$ cat src/rtl/hazard_ctrl_pkg.sv
// Shared hazard-control encodings and FSM state type.
package hazard_ctrl_pkg;

  // Width of the mult/div occupancy counter; covers latencies up to 63.
  localparam int unsigned MD_CNT_W = 6;

  typedef logic [1:0] hz_t;

  localparam hz_t HZ_NORMAL = 2'b00;
  localparam hz_t HZ_FLUSH  = 2'b01;
  localparam hz_t HZ_STALL  = 2'b10;

  typedef enum logic {
    RUN     = 1'b0,
    MD_BUSY = 1'b1
  } md_state_e;

endpackage

$ cat src/rtl/hazard_ctrl_if.sv
// Hazard detection inputs from the pipeline and HzCtrl outputs back to it.
interface hazard_ctrl_if;
  import hazard_ctrl_pkg::*;

  logic [4:0] id_rs_addr;
  logic [4:0] id_rt_addr;
  logic       id_uses_rt;
  logic       ex_mem_rd;
  logic [4:0] ex_rt_addr;
  logic       ex_branch_taken;
  logic       id_jump;
  logic       ex_md_start;
  logic       mem_wait;

  hz_t        pc_hz;
  hz_t        if_id_hz;
  hz_t        id_ex_hz;
  hz_t        ex_mem_hz;

  // Pipeline side: reports hazard conditions, consumes controls.
  modport master (
    output id_rs_addr, id_rt_addr, id_uses_rt, ex_mem_rd, ex_rt_addr,
           ex_branch_taken, id_jump, ex_md_start, mem_wait,
    input  pc_hz, if_id_hz, id_ex_hz, ex_mem_hz
  );

  // Controller side.
  modport slave (
    input  id_rs_addr, id_rt_addr, id_uses_rt, ex_mem_rd, ex_rt_addr,
           ex_branch_taken, id_jump, ex_md_start, mem_wait,
    output pc_hz, if_id_hz, id_ex_hz, ex_mem_hz
  );

endinterface

$ cat src/rtl/hazard_ctrl_md_occupancy_cnt.sv
// Down-counter tracking remaining mult/div EX cycles.
module md_occupancy_cnt
  import hazard_ctrl_pkg::*;
#(
  parameter int unsigned MD_LATENCY = 32
) (
  input  logic clk,
  input  logic rst_n,
  input  logic load,
  input  logic dec,
  output logic zero_c
);

  logic [MD_CNT_W-1:0] cnt;

  // Load latency-1 on start, otherwise count down while requested.
  always_ff @(posedge clk or negedge rst_n) begin
    if (!rst_n) begin
      cnt <= '0;
    end else if (load) begin
      cnt <= MD_CNT_W'(MD_LATENCY - 1);
    end else if (dec && (cnt != '0)) begin
      cnt <= cnt - MD_CNT_W'(1);
    end
  end

  assign zero_c = (cnt == '0);

endmodule

$ cat src/rtl/hazard_ctrl.sv
// Pipeline hazard controller: load-use, branch, jump, mult/div and memory-wait sequencing.
module hazard_ctrl
  import hazard_ctrl_pkg::*;
#(
  parameter int unsigned MD_LATENCY = 32,
  parameter int unsigned CNT_W      = 32
) (
  input  logic             clk,
  input  logic             rst_n,
  hazard_ctrl_if.slave     hz_if,
  output logic             md_busy,
  output logic [CNT_W-1:0] stall_cycles
);

  md_state_e state;
  logic      md_zero;
  logic      md_load;
  logic      md_dec;
  logic      md_stall;
  logic      branch_eff;
  logic      load_use;
  hz_t       pc_hz_c;
  hz_t       if_id_hz_c;
  hz_t       id_ex_hz_c;
  hz_t       ex_mem_hz_c;

  // Start is only accepted when memory is not freezing the pipe; branches
  // and starts seen while busy belong to the held instruction and are ignored.
  assign md_load    = (state == RUN) && hz_if.ex_md_start && !hz_if.mem_wait;
  assign md_dec     = (state == MD_BUSY);
  assign md_stall   = ((state == RUN) && hz_if.ex_md_start) ||
                      ((state == MD_BUSY) && !md_zero);
  assign branch_eff = (state == RUN) && hz_if.ex_branch_taken;
  assign load_use   = hz_if.ex_mem_rd && (hz_if.ex_rt_addr != 5'd0) &&
                      ((hz_if.ex_rt_addr == hz_if.id_rs_addr) ||
                       (hz_if.id_uses_rt && (hz_if.ex_rt_addr == hz_if.id_rt_addr)));

  md_occupancy_cnt #(
    .MD_LATENCY (MD_LATENCY)
  ) u_md_cnt (
    .clk    (clk),
    .rst_n  (rst_n),
    .load   (md_load),
    .dec    (md_dec),
    .zero_c (md_zero)
  );

  // Mult/div occupancy FSM; md_busy mirrors the state.
  always_ff @(posedge clk or negedge rst_n) begin
    if (!rst_n) begin
      state   <= RUN;
      md_busy <= 1'b0;
    end else begin
      case (state)
        RUN: begin
          if (md_load) begin
            state   <= MD_BUSY;
            md_busy <= 1'b1;
          end
        end
        MD_BUSY: begin
          if (md_zero) begin
            state   <= RUN;
            md_busy <= 1'b0;
          end
        end
        default: begin
          state   <= RUN;
          md_busy <= 1'b0;
        end
      endcase
    end
  end

  // Priority-ordered hazard controls, forced to normal while in reset.
  always_comb begin
    pc_hz_c     = HZ_NORMAL;
    if_id_hz_c  = HZ_NORMAL;
    id_ex_hz_c  = HZ_NORMAL;
    ex_mem_hz_c = HZ_NORMAL;
    if (rst_n) begin
      if (hz_if.mem_wait) begin
        pc_hz_c     = HZ_STALL;
        if_id_hz_c  = HZ_STALL;
        id_ex_hz_c  = HZ_STALL;
        ex_mem_hz_c = HZ_STALL;
      end else if (md_stall) begin
        pc_hz_c     = HZ_STALL;
        if_id_hz_c  = HZ_STALL;
        id_ex_hz_c  = HZ_STALL;
        ex_mem_hz_c = HZ_FLUSH;
      end else if (branch_eff) begin
        if_id_hz_c  = HZ_FLUSH;
        id_ex_hz_c  = HZ_FLUSH;
      end else if (load_use) begin
        pc_hz_c     = HZ_STALL;
        if_id_hz_c  = HZ_STALL;
        id_ex_hz_c  = HZ_FLUSH;
      end else if (hz_if.id_jump) begin
        if_id_hz_c  = HZ_FLUSH;
      end
    end
  end

  assign hz_if.pc_hz     = pc_hz_c;
  assign hz_if.if_id_hz  = if_id_hz_c;
  assign hz_if.id_ex_hz  = id_ex_hz_c;
  assign hz_if.ex_mem_hz = ex_mem_hz_c;

  // Saturating count of PC-hold cycles.
  always_ff @(posedge clk or negedge rst_n) begin
    if (!rst_n) begin
      stall_cycles <= '0;
    end else if ((pc_hz_c == HZ_STALL) && (stall_cycles != '1)) begin
      stall_cycles <= stall_cycles + CNT_W'(1);
    end
  end

endmodule

$ cat src/flat_wrapper.sv
// flat-port wrapper written by rule: the top's interface ports become plain ports
module hazard_ctrl_flat import hazard_ctrl_pkg::*;
#(
  parameter int unsigned MD_LATENCY = 32,
  parameter int unsigned CNT_W      = 32
)
  (clk, rst_n, md_busy, stall_cycles, hz_if_id_rs_addr, hz_if_id_rt_addr, hz_if_id_uses_rt, hz_if_ex_mem_rd, hz_if_ex_rt_addr, hz_if_ex_branch_taken, hz_if_id_jump, hz_if_ex_md_start, hz_if_mem_wait, hz_if_pc_hz, hz_if_if_id_hz, hz_if_id_ex_hz, hz_if_ex_mem_hz);
  hazard_ctrl_if hz_if_i ();
  input  logic clk;
  input  logic rst_n;
  output logic md_busy;
  output logic [CNT_W-1:0] stall_cycles;
  input wire logic [$bits(hz_if_i.id_rs_addr)-1:0] hz_if_id_rs_addr;
  input wire logic [$bits(hz_if_i.id_rt_addr)-1:0] hz_if_id_rt_addr;
  input wire logic [$bits(hz_if_i.id_uses_rt)-1:0] hz_if_id_uses_rt;
  input wire logic [$bits(hz_if_i.ex_mem_rd)-1:0] hz_if_ex_mem_rd;
  input wire logic [$bits(hz_if_i.ex_rt_addr)-1:0] hz_if_ex_rt_addr;
  input wire logic [$bits(hz_if_i.ex_branch_taken)-1:0] hz_if_ex_branch_taken;
  input wire logic [$bits(hz_if_i.id_jump)-1:0] hz_if_id_jump;
  input wire logic [$bits(hz_if_i.ex_md_start)-1:0] hz_if_ex_md_start;
  input wire logic [$bits(hz_if_i.mem_wait)-1:0] hz_if_mem_wait;
  output wire logic [$bits(hz_if_i.pc_hz)-1:0] hz_if_pc_hz;
  output wire logic [$bits(hz_if_i.if_id_hz)-1:0] hz_if_if_id_hz;
  output wire logic [$bits(hz_if_i.id_ex_hz)-1:0] hz_if_id_ex_hz;
  output wire logic [$bits(hz_if_i.ex_mem_hz)-1:0] hz_if_ex_mem_hz;
  assign hz_if_i.id_rs_addr = hz_if_id_rs_addr;
  assign hz_if_i.id_rt_addr = hz_if_id_rt_addr;
  assign hz_if_i.id_uses_rt = hz_if_id_uses_rt;
  assign hz_if_i.ex_mem_rd = hz_if_ex_mem_rd;
  assign hz_if_i.ex_rt_addr = hz_if_ex_rt_addr;
  assign hz_if_i.ex_branch_taken = hz_if_ex_branch_taken;
  assign hz_if_i.id_jump = hz_if_id_jump;
  assign hz_if_i.ex_md_start = hz_if_ex_md_start;
  assign hz_if_i.mem_wait = hz_if_mem_wait;
  assign hz_if_pc_hz = hz_if_i.pc_hz;
  assign hz_if_if_id_hz = hz_if_i.if_id_hz;
  assign hz_if_id_ex_hz = hz_if_i.id_ex_hz;
  assign hz_if_ex_mem_hz = hz_if_i.ex_mem_hz;
  hazard_ctrl #(.MD_LATENCY(MD_LATENCY), .CNT_W(CNT_W)) u_core (.clk(clk), .rst_n(rst_n), .hz_if(hz_if_i), .md_busy(md_busy), .stall_cycles(stall_cycles));
endmodule
$ cat config.mk
export PLATFORM = sky130hd
export DESIGN_NAME = hazard_ctrl_flat
export DESIGN_NICKNAME = d
export VERILOG_FILES = /design/src/rtl/hazard_ctrl_pkg.sv /design/src/rtl/hazard_ctrl_if.sv /design/src/rtl/hazard_ctrl_md_occupancy_cnt.sv /design/src/rtl/hazard_ctrl.sv /design/src/flat_wrapper.sv
export SDC_FILE = /design/constraint.sdc
export NUM_CORES = 1
export LEC_CHECK = 0
export BUFFER_PORTS_ARGS = -buffer_cell sky130_fd_sc_hd__buf_2
export CAP_MARGIN = 40
export CORE_MARGIN = 2
export CORE_UTILIZATION = 43
export CTS_CLUSTER_DIAMETER = 80
export DETAILED_ROUTE_END_ITERATION = 10
export PLACE_DENSITY_LB_ADDON = 0.1
export SLEW_MARGIN = 10
export SYNTH_ARGS = -nofsm -noshare
export SYNTH_HDL_FRONTEND = slang
export SYNTH_SLANG_ARGS = --single-unit
$ cat constraint.sdc
create_clock -name clk -period 2.3 [get_ports clk]
set_input_delay 0.115 -clock clk [delete_from_list [all_inputs] [get_ports clk]]
set_output_delay 0.115 -clock clk [all_outputs]
set_load 0.03 [all_outputs]
==> out/metrics.yaml <==
outcome:
  status: "finished, final reports clean"
floorplanning:
  die_y_um: 76.1
  coreArea_um2: 5070
  start_util_pct: 44.1
  dieArea_um2: 5790
  die_w_um: 76.1
  ios: 64
  rows: 26
synthesis:
  syn_area_um2: 2240
  syn_avg_cell_area_um2: 10.1
  syn_nets: 247
  seq_area_frac_synth_pct: 44.8
  synthTopCellsByArea: "dfrtp_1 (45%), xnor2_1 (9.8%), xor2_1 (8.2%), nand2_1 (3.7%), nand3_1 (3.6%)"
  yosysMostFrequentCell: "dfrtp_1"
  synth_ff_type: "dfrtp_1"
  async_flop_share_pct: 100
  yosys_warnings: 0
  ys_top_cells_by_count: "dfrtp_1 (40), xnor2_1 (25), nand2_1 (22)"
  synth_edf_count: 0
  yosysTopAreaCellShare_pct: 44.8
  synthCells: 222
  synth.distinct_cells: 44
  ys_ff_latch: 40
  netlist.top_cell.by_area: "dfrtp_1"
pwr:
  p_comb_share_pct: 36.7
  p_int_w: 0.00151
  p_leak_nw: 1.34
  clock_power_share_pct: 20.1
  switching_power_w: 0.000981
  power_w: 0.00249
  ir_drop_uv: 641
  p_sw_share_pct: 39.4
  p_seq_share_pct: 43.2
  p_per_area_nw_per_um2: 860
worst_setup_path:
  crit_family: "compound AO/OA/AOI/OAI gates"
  cp.depth: 7
  rr_worst_depth: 8
  path_max_fanout: 4
  cp_slowest_cell: "or3b_4"
  end_kind: "output pin"
  cpPeakStageDelay_ps: 410
  rrSetupSlack_ps: 140
  crit_buf_inv: 3
  worst_setup_path_start_kind: "flip-flop"
  required_ps: 2180
  critical_path_class: "flip-flop to output pin"
  cp_cell_sequence: "inv_2, ha_2, or3b_4, o41ai_4, inv_1, a41o_4, buf_6"
  cp.arrival_ps: 2100
timing:
  fmaxAchievable_ghz: 0.451
  min_period_ps: 2220
  hold_violations: 0
  setup_viol_count_final: 0
  maxSlewViolCount: 0
  holdWs_ps: 31.1
  period_share_pct: 96.4
  tightestPinTransition_ps: 501
  setup_slack_ps: 83.9
  grt_setup_unrepaired: "yes"
  finClkSkew_ps: 6.79
  maxSlewHeadroom_pct: 66.6
clock_tree:
  cts_tree: "built"
  cts_root_buf: "clkbuf_8"
  clk_path_buf_depth: 2
  cts_buffers: 5
  htreeDepth: 2
  clock_sink_count: 40
  insertion_delay_ps: 290
  clkTransAtPathRegs_ps: 70
worst_hold_path:
  holdCritPathClass: "input pin to flip-flop"
  holdPathStages: 2
detailed_routing:
  wl_per_cell_um: 12.9
  vias_per_cell: 4.88
  routed_wl_mm: 4.82
  ant_nets: 0
  vias: 1826
  drt_iter0_markers: 43
  drt_pass1_iterations: 4
  drc: 0
job:
  drv_cap: 0
placement:
  numPortBuffers: 62
  place.gp.congestion: 0.811
  place_hpwl_mm: 3.53
  dpl_worst_slack_ps: 14.5
global_route:
  grt_use_total_pct: 17.7
  grt_pass1_wl_mm: 8.38
  grt_max_degree: 26
  overflow: 0
  grt_pass1_vias: 1770
  antenna_found_initial: 0
finish:
  nNetsFinal: 329
  final_core_util_pct: 57.0
  syn_to_final_growth_pct: 29.4
  drive_above_1_share_pct: 35.5
  n_antenna_cell: 0
per-layer routing:
| metal | track usage (%) | part of all wire [%] | vias up |
|---|---|---|---|
| met1 | 22.8 | 47 | 838 |
| met2 | 29.6 | 46 | 59 |
| met5 | 0 | 0 | - |
| met3 | 4.74 | 5.9 | 6 |
| met4 | 5.09 | 1.3 | 0 |
| li1 | - | - | 923 |
through the flow:
stage          TNS (ps)  area, um2  std cells
3_5_place_dp          0       2690        360
6_report              0       2890        374
2_1_floorplan         0       2240        222
4_1_cts               0       2850        372
3_3_place_gp          0       2690        360
5_1_grt           -41.8       2890        374
cell usage in the layout, fill, tap and decap left out, types with 9 or more instances in the layout:
cell type / netlist / layout
nand2_1: 22 / 22
buf_4: 2 / 19
inv_1: 10 / 9
xor2_1: 21 / 21
dfrtp_1: 40 / 40
xnor2_1: 25 / 25
nor2_1: 16 / 16
buf_2: 2 / 57
nand4_1: 10 / 10
nand3_1: 16 / 16
final timing paths:
path,startpoint,end
setup reg to reg,u_core.u_md_cnt.cnt[0],u_core.stall_cycles[1]
max in group asynchronous,rst_n,u_core.stall_cycles[4]
hold reg to reg,u_core.md_busy,u_core.md_busy
setup / recovery,u_core.u_md_cnt.cnt[0],hz_if_if_id_hz[1]
hold / removal,hz_if_ex_md_start,u_core.u_md_cnt.cnt[5]
min in group asynchronous,rst_n,u_core.stall_cycles[31]
flip-flops by register name, summed over array words and instances, names as in the netlist:
name	count
u_core.md_dec	1
u_core.stall_cycles	32
u_core.u_md_cnt.cnt	6
u_core.md_busy	1
final cells by class:
type | instances | area (um2)
multi-input cells | 166 | 1180
fillers | 465 | 2180
repair buffers | 81 | 492
inverters | 10 | 37.5
flip-flops and latches | 40 | 1000
clock buffers | 7 | 96.3
well taps | 70 | 87.6
repair_timing:
action                                  4_1_cts  5_1_grt
pin swaps                                     1        0
gates resized for setup                       5       11
setup buffers                                 4        2
endpoints found under the hold margin        40        0
endpoints found under the setup margin        2        6
hold buffers                                  1        0
cloned                                        0        0
power groups by stage:
stage	Sequential (W)	Combinational [W]	Clock (W)
after global routing	0.00111	0.000995	0.000545
after global placement	0.00108	0.000861	0
after detailed placement	0.00108	0.000873	0
after floorplan	0.00126	0.000414	0
final	0.00108	0.000914	0.000499
after CTS	0.00107	0.000896	0.000514
cells by family (layout without fill, tap and decap cells):
logic type	after synthesis	after routing	share of synthesized area [%]
compound gates	16	16	6.77
xor+xnor	46	46	18.0
fa+ha+maj	2	2	1.12
buf+inv	16	98	3.81
flops	40	40	44.8
mux	1	1	0.671
other cells	1	1	0.168
simple gates	100	100	24.7
(Power assumes the default switching activity.)
